## src/rtl/ship_game_sequencer.sv

```systemverilog
// ship_game_sequencer: frame-rate game sequencer that owns ship position, lives and game state.
//
// Ports:
//   clk          system clock
//   reset        synchronous, active-high
//   frame_tick   one-clk pulse per video frame
//   start_btn    debounced start button (rising edge starts a game)
//   left/right   movement requests, level
//   collision    ship/asteroid overlap, level
//   ship_x       ship centre x (registered)
//   ship_y       ship centre y, constant SHIP_Y
//   ship_visible renderer draws the ship when 1 (registered)
//   lives        remaining lives (registered)
//   state        0 ATTRACT, 1 PLAY, 2 EXPLODE, 3 OVER (registered)
//   game_over    high in OVER (registered)
//
// Build option: define SHIP_WRAP_EN to wrap the ship around the screen edges
// instead of clamping it.
module ship_game_sequencer #(
    parameter int X_START        = 320,
    parameter int SHIP_Y         = 240,
    parameter int X_MIN          = 12,
    parameter int X_MAX          = 627,
    parameter int STEP           = 2,
    parameter int LIVES          = 3,
    parameter int EXPLODE_FRAMES = 60,
    parameter int INVULN_FRAMES  = 120
) (
    input  logic       clk,
    input  logic       reset,
    input  logic       frame_tick,
    input  logic       start_btn,
    input  logic       left,
    input  logic       right,
    input  logic       collision,
    output logic [9:0] ship_x,
    output logic [9:0] ship_y,
    output logic       ship_visible,
    output logic [1:0] lives,
    output logic [1:0] state,
    output logic       game_over
);
    localparam int TW = $clog2(EXPLODE_FRAMES + 1);
    localparam int IW = $clog2(INVULN_FRAMES + 1);
    localparam logic [10:0] XMIN11 = 11'(X_MIN);
    localparam logic [10:0] XMAX11 = 11'(X_MAX);
    localparam logic [10:0] STEP11 = 11'(STEP);

    typedef enum logic [1:0] {ATTRACT, PLAY, EXPLODE, OVER} state_t;

    state_t        st, st_n;
    logic [9:0]    x, x_n;
    logic [1:0]    lv, lv_n;
    logic [TW-1:0] tmr, tmr_n;
    logic [IW-1:0] inv, inv_n;
    logic          vis_n, start_q, start_rise;
    logic [10:0]   xw, x_left, x_right;

    assign start_rise = start_btn & ~start_q;
    // Edge comparisons are done in 11 bits so X_MIN-STEP / X_MAX+STEP cannot wrap.
    assign xw = {1'b0, x};
`ifdef SHIP_WRAP_EN
    assign x_left  = (xw < XMIN11 + STEP11) ? XMAX11 : xw - STEP11;
    assign x_right = (xw > XMAX11 - STEP11) ? XMIN11 : xw + STEP11;
`else
    assign x_left  = (xw < XMIN11 + STEP11) ? XMIN11 : xw - STEP11;
    assign x_right = (xw > XMAX11 - STEP11) ? XMAX11 : xw + STEP11;
`endif

    always_ff @(posedge clk) begin
        if (reset) begin
            st           <= ATTRACT;
            x            <= 10'(X_START);
            lv           <= 2'(LIVES);
            tmr          <= '0;
            inv          <= '0;
            start_q      <= 1'b0;
            ship_visible <= 1'b0;
            game_over    <= 1'b0;
        end else begin
            st           <= st_n;
            x            <= x_n;
            lv           <= lv_n;
            tmr          <= tmr_n;
            inv          <= inv_n;
            start_q      <= start_btn;
            ship_visible <= vis_n;
            game_over    <= (st_n == OVER);
        end
    end

    always_comb begin
        st_n  = st;
        x_n   = x;
        lv_n  = lv;
        tmr_n = tmr;
        inv_n = inv;
        if (st == ATTRACT || st == OVER) begin
            if (start_rise) begin
                st_n  = PLAY;
                lv_n  = 2'(LIVES);
                x_n   = 10'(X_START);
                inv_n = IW'(INVULN_FRAMES);
            end
        end else if (st == PLAY) begin
            // A hit takes priority over movement on a coincident frame tick.
            if (collision && inv == '0) begin
                st_n  = EXPLODE;
                lv_n  = lv - 2'd1;
                tmr_n = TW'(EXPLODE_FRAMES);
            end else if (frame_tick) begin
                inv_n = (inv != '0) ? inv - IW'(1) : inv;
                x_n   = (left && !right) ? 10'(x_left) : (right && !left) ? 10'(x_right) : x;
            end
        end else if (frame_tick) begin
            tmr_n = tmr - TW'(1);
            if (tmr == TW'(1)) begin
                st_n  = (lv == 2'd0) ? OVER : PLAY;
                x_n   = (lv == 2'd0) ? x : 10'(X_START);
                inv_n = (lv == 2'd0) ? inv : IW'(INVULN_FRAMES);
            end
        end
        // Blinks with bit 3 of the invulnerability count, i.e. every 8 frames.
        vis_n = (st_n == PLAY) && (inv_n == '0 || inv_n[3]);
    end

    assign ship_x = x;
    assign ship_y = 10'(SHIP_Y);
    assign lives  = lv;
    assign state  = st;
endmodule

```

## config.mk

```make
export PLATFORM = sky130hd
export DESIGN_NAME = ship_game_sequencer
export DESIGN_NICKNAME = d
export VERILOG_FILES = /design/src/rtl/ship_game_sequencer.sv
export SDC_FILE = /design/constraint.sdc
export NUM_CORES = 1
export LEC_CHECK = 0
export ABC_AREA = 0
export BUFFER_PORTS_ARGS = -buffer_cell sky130_fd_sc_hd__buf_2
export CORE_ASPECT_RATIO = 1.25
export CORE_MARGIN = 5
export CORE_UTILIZATION = 30
export DETAILED_ROUTE_END_ITERATION = 6
export PLACE_DENSITY_LB_ADDON = 0.3
export SYNTH_ARGS = -nofsm -noshare
export SYNTH_HDL_FRONTEND = slang
export SYNTH_SLANG_ARGS = --single-unit
```

## constraint.sdc

```tcl
create_clock -name clk -period 2.1 [get_ports clk]
set_clock_uncertainty 0.1 [all_clocks]
set_input_delay 0.42 -clock clk [delete_from_list [all_inputs] [get_ports clk]]
set_output_delay 0.42 -clock clk [all_outputs]
set_load 0.05 [all_outputs]
```

# Word-level counts from Yosys, hierarchy flattened
# Cells that the tools add are included.
# totals
regBits	30
in_bits	7
out_inout_bits	26
wordCells	85
# classes
n_addsub	5
magnitude_cmp	2
eq_ne	10
muxes	35
n_bitwise	3
n_reduce_logical	22
# op_table
operator	count
10-bit two-way mux	12
7-bit two-way mux	9
2-bit two-way mux	11
6-bit two-way mux	3
7-bit logical NOT	2
10-bit by 2-bit adder with 10-bit output (second input constant)	1
10-bit greater-than comparator (second input constant)	1
10-bit by 4-bit < comparator with 1-bit output (second input constant)	1
10-bit by 2-bit subtractor with 10-bit output (second input constant)	1
3-bit nonzero test	3
7-bit AND reduction	1
7-bit nonzero test	1
7-bit by 1-bit subtractor with 7-bit output (second input constant)	1
6-bit by 1-bit == test with 1-bit output (second input constant)	1
3-bit inequality test (second input constant)	2
3-bit AND reduction	2
2-bit nonzero test	3
6-bit by 1-bit subtractor with 6-bit output (second input constant)	1
2-bit by 1-bit == test with 1-bit output (second input constant)	2
2-bit == test (second input constant)	2
1-bit logical AND	4
2-bit logical NOT	2
4-bit by 2-bit inequality test with 1-bit output (second input constant)	1
1-bit logical NOT	2
other kinds (6)	8

# Logic depth before layout (Yosys ltp)
# Gate-level depths: netlist of the first run.
# depth
ltp_word	9
depth_mapped	10
ltp_nobuf	8

# Worst setup path before layout of the first run
# OpenSTA, ideal clock, no wires.
# synth_path
kind	register -> register
from	register st[0] (netlist: state[0])
to	register ship_visible
setup_ns	0.075
arrival_time_ns	2.466
t_required_ns	1.925
setup_slack_ns	-0.541
path_stages_with_launch	10
cell_sequence	dfxtp_1 inv_1 ha_1 clkbuf_1 nor2b_1 nand2_1 or4_1 o22ai_1 nand4_1 o22ai_1
# synth_via
elab_chain_cells	6
elab_cells_between_ends	16
# synth_rtl
item	line_no	rtl
from (decl)	51	state_t st, st_n;
from (signal assigned)	81	st <= st_n;
2-bit by 1-bit == test with 1-bit output, or another cell as far along	105	end else if (st == PLAY) begin
7-bit two-way mux, or another cell as far along	105	
7-bit two-way mux / 2-bit two-way mux (equally long branches)	98, 105	
7-bit logical NOT / 2-bit two-way mux (equally long branches)	124, 98	
1-bit logical OR / 2-bit by 1-bit == test with 1-bit output (equally long branches)	124	vis_n = (st_n == PLAY) && (inv_n == '0 || inv_n[3]);
1-bit logical AND (*)	124	
to (signal assigned)	87	ship_visible <= vis_n;
to (decl)	38	output logic ship_visible,
# Mark *: on every way between the ends. The rest lies on a longest branch, timed or not.
# A chain may end at the register's enable or synchronous reset.

# Worst setup path after layout of the first run
# layout_path
from	register inv[1]
to	register x[3] (netlist: ship_x[3])
# layout_via
elab_chain_cells	4
elab_cells_between_ends	5
# layout_rtl
item	line_no	rtl
from (decl)	55	logic [IW-1:0] inv, inv_n;
from (signal assigned)	85	inv <= inv_n;
7-bit logical NOT (*)	107	if (collision && inv == '0) begin
1-bit logical AND (*)	107	
3-bit inequality test (no source line) / 3-bit nonzero test (equally long branches)	--	
7-bit AND reduction (no source line) (*)	--	
to (signal assigned)	73	x <= 10'(X_START);
to (signal assigned)	82	x <= x_n;
to (decl)	52	logic [9:0] x, x_n;
# Marked as above.

==> reports/summary.txt, run 1 <==
status = complete, no violations
clk root buf = clkbuf_8
measured slew at the worst slew-check pin = 0.510 ns
met1 wire length = 2660 um
largest family of logic cells by synthesized area = simple AND/OR/NAND/NOR gates
worst hold slack = 0.289 ns
clock share of power = 26.8%
register area share after synthesis = 27.3%
largest net degree at the start of global routing = 18
Synth cell types = 52
adder-cell area share of the yosys netlist = 6.26%
# rows = 35
logic gate share of total power = 34.6%
Avg Cell Area, Syn = 7.33 um2
Die Span Y = 106 um
vias per cell = 5.30
post-synthesis compound-gate area fraction = 26.4%
internal power = 0.00106 W
Vias = 2,486
share of layout cells above drive strength 1 = 35.3%
area of the core = 7270 um2
worst path arrival time = 2.20 ns
MaxCap Viol Count = 0
Placed Area = 2780 um2
Sinks on Clock Net = 30
switch share = 34.8%
Total Power = 0.00163 W
Leak = 1.22 nW
final setup fails = 0
Seq pwr share = 38.6%
Hold Crit Class = input port to flop
crit start category = flop
Final Critical Period = 2.09 ns
Post-CTS Hold Fix Bufs = 0
initial antenna violation count = 0
port bufs = 22
TritonRoute pass-1 iters = 4
GP Congestion = 0.882
Setup crit end kind = flop
CTS tree = yes
global-route wire length before repair = 11,100 um
async set-or-reset flop fraction in the synthesized netlist = 0%
Post-Syn Instances = 300
initial detailed-routing violation count = 93
relative slew slack = 65.9%
Simple-Gate Fraction of Synth Area = 27.7%
Die ar. = 9160 um2
Starting Density = 30.3%
worst-skew pair later-pin latency = 0.28 ns
Pwr Density = 537 nW/um2
number of flops mapped to enable cells by yosys = 0
RSZ-0062 raised after global routing = yes
die extent in x = 86.6 um
vias in the first global route = 2,455
maximum VDD drop = 0.443 mV
Final Max Tran Viols = 0
CP Class = flop to flop
H-tree levels = 2
switching pwr = 0.000568 W
Final HPWL DP = 5290 um
Final nets = 394
Req. time, crit path = 2.21 ns
flops & latches, synth = 30
Top-Level Pins = 33
WL final = 6900 um
crit share post-route = 99.6%
clock-pin slew on the worst setup and hold paths = 0.06 ns
mux cell area share after synthesis = 0.512%
CTS buffer count = 5
final hold vios = 0
clk buf depth = 2
Routed WL per cell = 14.7 um
Yosys warnings = 0
fmax = 0.478 GHz
All-Layer GR Usage = 14.9%
met2 routed WL = 3570 um
synth-to-layout area growth = 38.3%
leading register cell type out of synthesis = dfxtp_1
largest fanout on the critical path = 6
DRC = 0
final instance area = 3040 um2
ANT cells = 0
Detail Route Antenna Nets = 0
Mapped Area = 2200 um2
GRT overflow = 0
WL met3 = 410 um
Max Used Layer = met4
filler cell count = 759
xor-xnor portion of the synthesized cell area = 1.99%
[critical path, cell delays in order (launching register included)]
cell and delay, ns:
dfxtp_2 0.32, inv_2 0.07, ha_4 0.14, nor4b_4 0.27
nand4_2 0.16, a21oi_2 0.17, o21ai_1 0.08, buf_4 0.16
buf_6 0.11, or3_4 0.32, a21oi_2 0.13
[Yosys cell counts (all sizes together), types with 2 or more instances]
library cell	count	area (um2)
nand2b	6	37.5
or4	4	30.0
dfxtp	30	601
a41oi	2	17.5
nand3b	2	15.0
conb	2	7.51
inv	17	63.8
nand4	6	43.8
and2	2	12.5
o22ai	9	56.3
o21ai	16	80.1
o31a	2	17.5
buf	16	111
nor2	32	120
clkbuf	9	33.8
a21oi	31	159
a211oi	4	30.0
a21o	3	22.5
xor2	5	43.8
o31ai	2	15.0
nand3	11	55.1
or3	5	31.3
o22a	2	17.5
nor4b	3	47.5
nor3	12	60.1
nor4	4	25.0
nand2	21	78.8
nor3b	2	15.0
a31oi	7	43.8
ha	11	138
a22oi	3	22.5
o21a	2	15.0
nor2b	5	31.3
[routing by layer]
metal,up-vias,GRT usage (%)
met3,23,2.58
met4,0,7.46
met1,1145,16.7
li1,1224,-
met2,94,26.6
met5,-,0
[final timing paths]
kind	start	to	slack, ns	cells past startpoint
worst max-delay path	inv[1]	ship_x[3]	0.009	10
worst min-delay path	start_btn	start_q	0.29	2
worst max register to register	inv[1]	ship_x[3]	0.009	10
worst min register to register	ship_x[0]	ship_x[0]	0.39	2
[repair_timing]
| item | 4_1_cts | 5_1_grt |
|---|---|---|
| buffers inserted | 7 | 4 |
| setup endpoints to repair | 4 | 15 |
| pin swaps | 6 | 13 |
| endpoints found under the hold margin | 0 | 0 |
| gates resized for setup | 9 | 13 |
[cell usage in the layout, fill, tap and decap left out, drive strengths merged, types with 3 or more instances in the layout]
| cell type | synthesis | layout |
|---|---|---|
| conb | 2 | 10 |
| a211oi | 4 | 4 |
| clkbuf | 9 | 6 |
| o22ai | 9 | 9 |
| buf | 16 | 86 |
| or4 | 4 | 4 |
| or3 | 5 | 5 |
| ha | 11 | 11 |
| nor4 | 4 | 4 |
| nor4b | 3 | 3 |
| dfxtp | 30 | 30 |
| nor3 | 12 | 12 |
| nor2b | 5 | 5 |
| a31oi | 7 | 7 |
| a21oi | 31 | 31 |
| o21ai | 16 | 16 |
| nor2 | 32 | 32 |
| nand2 | 21 | 21 |
| a22oi | 3 | 3 |
| inv | 17 | 17 |
| nand4 | 6 | 6 |
| a21o | 3 | 3 |
| nand2b | 6 | 6 |
| nand3 | 11 | 11 |
| xor2 | 5 | 5 |
[power groups by stage]
stage               combinational (W)  clock, W  sequential (W)
CTS                          0.000534  0.000463        0.000629
detailed placement           0.000507         0        0.000641
floorplan                    0.000321         0        0.000662
global route                 0.000613  0.000483        0.000635
global placement             0.000508         0        0.000641
finish                       0.000565  0.000437        0.000631
[per-stage QoR]
stage	TNS, ns	setup slack (ns)	std cells	util [%]
2_1_floorplan	0	0.0111	308	-
3_3_place_gp	-0.0611	-0.0433	450	38.2
3_5_place_dp	-0.114	-0.0832	450	38.2
4_1_cts	-0.0472	-0.0238	465	40.6
5_1_grt	-0.845	-0.140	469	41.8
6_report	0	0.00937	469	41.8
[logic make-up after synthesis]
group                      after synthesis
DFF                                     30
adders and majority gates               11
muxes                                    1
other                                    2
and+or+nand+nor                        116
xor gates and xnor gates                 5
AOI/OAI and AO/OA                       93
buffers and inverters                   42
[area by class of cell]
| class | count | area, um2 | share of cell area (%) |
|---|---|---|---|
| clock buffers | 6 | 72.6 | 2.39 |
| well taps | 92 | 115 | 3.78 |
| multi-input cells | 236 | 1570 | 51.5 |
| inverters | 17 | 63.8 | 2.10 |
| clock inverters | 2 | 8.76 | 0.288 |
| repair buffers | 86 | 594 | 19.5 |
| flip-flops and latches | 30 | 622 | 20.4 |
[state kept, by name, summed over array words and instances (netlist names)]
name and cells:
lives 2, state 2, start_q 1, inv 7, ship_x 10, ship_visible 1
game_over 1, tmr 6
Power figures use the tool's default switching activity.
==> inputs of run 2 (changes only) <==
--- a/config.mk
+++ b/config.mk
@@ -5,9 +5,8 @@
 export SDC_FILE = /design/constraint.sdc
 export NUM_CORES = 1
 export LEC_CHECK = 0
-export ABC_AREA = 0
 export BUFFER_PORTS_ARGS = -buffer_cell sky130_fd_sc_hd__buf_2
-export CORE_ASPECT_RATIO = 1.25
+export CORE_ASPECT_RATIO = 1.75
 export CORE_MARGIN = 5
 export CORE_UTILIZATION = 30
 export DETAILED_ROUTE_END_ITERATION = 6
==> run 2 against run 1 <==
Compared with the run above: routed wire length grew 4.3%; first-iteration DRC count is 22% higher; final cell count decreased by 3.2%; count of clock-buffer cells in the layout fell by 1; die area increased by 0.63%; combinational power about the same; non-clock buffer count decreased by 9; via count rose by 0.60%; maximum frequency grew 0.16%; critical path type unchanged; critical endpoint is now ship_x[2]; largest cell class unchanged; highest routed layer unchanged.
==> reports/summary.txt, run 2 (synthesized netlist as in run 1, its figures left out) <==
Seq pwr share = 31.1%
internal power = 0.00139 W
final hold vios = 0
clk root buf = clkbuf_16
share of layout cells above drive strength 1 = 35.9%
Post-Place Cells = 442
global-route wire length before repair = 11,700 um
ANT cells = 0
filler cell count = 723
Starting Density = 30.6%
initial antenna violation count = 0
Req. time, crit path = 2.18 ns
final cell count without fillers = 454
Leak = 1.22 nW
Routed WL per cell = 15.8 um
# rows = 41
Setup crit end kind = flop
worst-skew pair later-pin latency = 0.28 ns
logic gate share of total power = 28.0%
largest fanout on the critical path = 7
fmax = 0.479 GHz
commonest non-fill, non-tap cell in the layout = buf_4
vias in the first global route = 2,447
slowest CP cell = or4_1
Vias = 2,501
largest net degree at the start of global routing = 21
most frequent cells in the layout = 55 x buf_4, 32 x nor2_1, 25 x a21oi_1, 22 x buf_2, 21 x dfxtp_1
Die Span Y = 123 um
TritonRoute pass-1 iters = 4
crit path cell chain = inv_2 -> ha_4 -> nor4b_4 -> buf_4 -> nand3_2 -> nor3b_2 -> o21ai_1 -> buf_4 -> or4_1 -> o31ai_1
die extent in x = 74.7 um
Pwr Density = 653 nW/um2
area of the core = 7180 um2
initial detailed-routing violation count = 113
Final nets = 385
max reg flops = 10
Die ar. = 9210 um2
CTS tree = yes
worst hold slack = 0.293 ns
GP Congestion = 0.952
clk buf depth = 2
CP delay by family, top = simple AND/OR/NAND/NOR gates
Multi-input gate area = 1620 um2
CP Class = flop to flop
WL final = 7190 um
Post-CTS Hold Fix Bufs = 0
maximum VDD drop = 0.448 mV
status = complete, no violations
Final Max Tran Viols = 0
Detail Route Antenna Nets = 0
Final HPWL DP = 5620 um
clock-pin slew on the worst setup and hold paths = 0.06 ns
Final Critical Period = 2.09 ns
synth-to-layout area growth = 41.5%
Crit path largest cell delay = 0.46 ns
most frequent CP cell = buf_4
port bufs = 22
register area = 622 um2
RSZ-0062 raised after global routing = yes
switching pwr = 0.000640 W
Sinks on Clock Net = 30
vias per cell = 5.51
sum of negative setup slack = 0 ns
All-Layer GR Usage = 16.4%
Hold Crit Class = input port to flop
GRT overflow = 0
H-tree levels = 2
crit start category = flop
worst path arrival time = 2.17 ns
DRC = 0
crit share post-route = 99.4%
switch share = 31.5%
CTS buffer count = 5
MaxCap Viol Count = 0
clock share of power = 40.9%
worst path bufs/invs = 3
Top-Level Pins = 33
setup slack, reg-to-reg = 0.01 ns
final setup fails = 0
## run 2: cell types whose count changed in the layout (fill, tap and decap cells not counted), moves of 2 or more
cell | previous run | this run
inv_2 | 3 | 5
ha_1 | 8 | 6
ha_4 | 2 | 4
buf_4 | 63 | 55
inv_1 | 14 | 11
clkinvlp_4 | 0 | 2
clkbuf_16 | 0 | 5
clkbuf_8 | 5 | 0
## run 2: area by class of cell
| cell class | instances | share of cell area (%) |
|---|---|---|
| Tap cell | 86 | 3.46 |
| Clock inverter | 3 | 1.45 |
| Inverter | 17 | 2.13 |
| Timing Repair Buffer | 77 | 16.8 |
| Sequential cell | 30 | 20.0 |
| Clock buffer | 5 | 4.02 |
| Multi-Input combinational cell | 236 | 52.2 |
## run 2: what timing repair did
action | CTS | global route
setup buffers | 2 | 2
endpoints found under the setup margin | 6 | 17
cloned | 0 | 0
pin swaps | 9 | 12
resized for setup | 10 | 24
## run 2: path summary, 6_finish.rpt
kind | end | start | cells after the start
setup / recovery | ship_x[2] | inv[1] | 10
hold / removal | start_q | start_btn | 2
setup reg to reg | ship_x[2] | inv[1] | 10
hold reg to reg | ship_x[0] | ship_x[0] | 2
## run 2: power groups by stage
stage	clock network [W]	logic [W]	registers [W]
after floorplan	0	0.000321	0.000662
after global placement	0	0.000512	0.000640
after detailed placement	0	0.000512	0.000641
after CTS	0.000845	0.000528	0.000630
after global routing	0.000873	0.000617	0.000637
final	0.000831	0.000568	0.000633
## run 2: layer usage
layer	share of wire, %	up-vias	track usage (%)
li1	-	1213	-
met1	35	1171	16.5
met2	56	85	30.7
met3	3.9	32	2.12
met4	5.0	0	9.47
met5	0	-	0
## run 2: stage by stage
step	area (um2)	util, %	setup WS, ns	total power [W]
finish	3110	43.3	0.0127	0.00203
floorplan	2320	-	0.0111	0.000983
global route	3110	43.3	-0.107	0.00213
detailed placement	2760	38.4	-0.120	0.00115
CTS	2990	41.6	0.00128	0.00200
global placement	2760	38.4	-0.0952	0.00115
==> inputs of run 3 (changes only) <==
--- a/config.mk
+++ b/config.mk
@@ -10,7 +10,7 @@
 export CORE_MARGIN = 5
 export CORE_UTILIZATION = 30
 export DETAILED_ROUTE_END_ITERATION = 6
-export PLACE_DENSITY_LB_ADDON = 0.3
+export PLACE_DENSITY = 0.53
 export SYNTH_ARGS = -nofsm -noshare
 export SYNTH_HDL_FRONTEND = slang
 export SYNTH_SLANG_ARGS = --single-unit
==> run 3 against run 2 <==
Compared with the run above: worst setup slack lost 0.022 ns; worst hold slack gained 0.012 ns; highest routed layer unchanged; largest cell class unchanged; the flow now finishes with violations (setup timing); critical path type unchanged; die area is the same.
==> reports/summary.txt, run 3 (synthesized netlist as in run 1, its figures left out) <==
crit share post-route = 100%
crit path cell chain = buf_4 -> ha_4 -> nor2_1 -> nor3b_4 -> o21ai_1 -> buf_4 -> or4_4 -> o31ai_2
CP delay by family, top = simple AND/OR/NAND/NOR gates
Req. time, crit path = 2.18 ns
MaxCap Viol Count = 0
slowest CP cell = or4_4
sum of negative setup slack = -0.00956 ns
Crit path largest cell delay = 0.48 ns
largest fanout on the critical path = 11
Post-CTS Hold Fix Bufs = 0
Sinks on Clock Net = 30
H-tree levels = 2
worst-skew pair later-pin latency = 0.28 ns
final setup fails = 1
Final Max Tran Viols = 0
TritonRoute pass-1 iters = 5
final hold vios = 0
port bufs = 22
Die Span Y = 123 um
status = finished with violations
global-route wire length before repair = 12,200 um
vias in the first global route = 2,540
RSZ-0062 raised after global routing = yes
GP Congestion = 0.926
Hold Crit Class = input port to flop
most frequent cells in the layout = 61 x buf_4, 32 x nor2_1, 26 x a21oi_1, 22 x buf_2, 21 x dfxtp_1
filler cell count = 746
synth-to-layout area growth = 42.9%
violated checks = setup timing
Final HPWL DP = 5860 um
Final nets = 393
CTS tree = yes
Routed WL per cell = 16.5 um
Vias = 2,550
vias per cell = 5.52
clk root buf = clkbuf_16
area of the core = 7180 um2
Worst Slack Setup Final = -0.00956 ns
maximum VDD drop = 0.376 mV
Final Critical Period = 2.11 ns
final cell count without fillers = 462
Leak = 1.25 nW
internal power = 0.00130 W
max reg flops = 10
CP Class = flop to flop
switch share = 32.5%
GRT overflow = 0
die extent in x = 74.7 um
clock-pin slew on the worst setup and hold paths = 0.05 ns
worst path bufs/invs = 2
CTS buffer count = 5
fmax = 0.474 GHz
ANT cells = 0
Detail Route Antenna Nets = 0
WL final = 7640 um
share of layout cells above drive strength 1 = 36.7%
crit start category = flop
Post-Place Cells = 446
Starting Density = 30.6%
clock share of power = 35.8%
Seq pwr share = 32.9%
relative slew slack = 66.0%
# rows = 41
most frequent CP cell = buf_4
initial antenna violation count = 0
clk buf depth = 2
largest net degree at the start of global routing = 24
worst path arrival time = 2.19 ns
Setup crit end kind = flop
commonest non-fill, non-tap cell in the layout = buf_4
Top-Level Pins = 33
initial detailed-routing violation count = 227
Pwr Density = 611 nW/um2
measured slew at the worst slew-check pin = 0.510 ns
All-Layer GR Usage = 17.4%
switching pwr = 0.000625 W
DRC = 0
Die ar. = 9210 um2
logic gate share of total power = 31.4%
[run 3: cell count changes in the layout (fill, tap and decap cells not counted), moves of 2 or more]
cell | previous run | this run
buf_6 | 0 | 2
inv_1 | 11 | 13
buf_4 | 55 | 61
clkbuf_1 | 0 | 3
clkinvlp_4 | 2 | 0
[run 3: per-layer routing]
layer  GRT usage, %  vias to the layer above  share of wire (%)
met5              0                        -                  0
met4           9.58                        0                4.1
li1               -                     1224                  -
met3           2.69                       31                4.4
met1           17.2                     1204                 34
met2           32.9                       91                 57
[run 3: what timing repair did]
action                                  4_1_cts  5_1_grt
endpoints found under the hold margin         0        0
setup buffers                                 5        3
gates resized for setup                      13       24
endpoints found under the setup margin        8       17
pin swaps                                    13       13
[run 3: layout make-up]
cell class | instances | area (um2) | share of cell area (%)
repair buffers | 85 | 591 | 18.8
well taps | 86 | 108 | 3.42
flip-flops and latches | 30 | 622 | 19.8
clock buffers | 8 | 136 | 4.34
multi-input cells | 236 | 1620 | 51.7
inverters | 17 | 63.8 | 2.03
[run 3: power groups by stage]
stage | clock (W) | combinational [W] | sequential, W
final | 0.000687 | 0.000603 | 0.000632
after global routing | 0.000735 | 0.000654 | 0.000635
after CTS | 0.000710 | 0.000553 | 0.000628
after detailed placement | 0 | 0.000525 | 0.000639
after global placement | 0 | 0.000525 | 0.000639
after floorplan | 0 | 0.000321 | 0.000662
[run 3: per-stage QoR]
step	area, um2	setup slack (ns)	power, W	hold slack (ns)	util (%)
finish	3140	-0.00956	0.00192	0.304	43.8
global route	3140	-0.149	0.00202	0.326	43.8
CTS	3020	-0.0380	0.00189	0.303	42.0
detailed placement	2790	-0.117	0.00116	0.381	38.8
global placement	2790	-0.0851	0.00116	0.381	38.8
floorplan	2320	0.0111	0.000983	0.357	-
[run 3: path summary, 6_finish.rpt]
check | slack, ns | cells past startpoint | startpoint | endpoint
min reg2reg | 0.37 | 2 | ship_x[0] | ship_x[0]
min | 0.30 | 2 | start_btn | start_q
max reg2reg | -0.01 | 8 | state[1] | ship_x[2]
max | -0.01 | 8 | state[1] | ship_x[2]
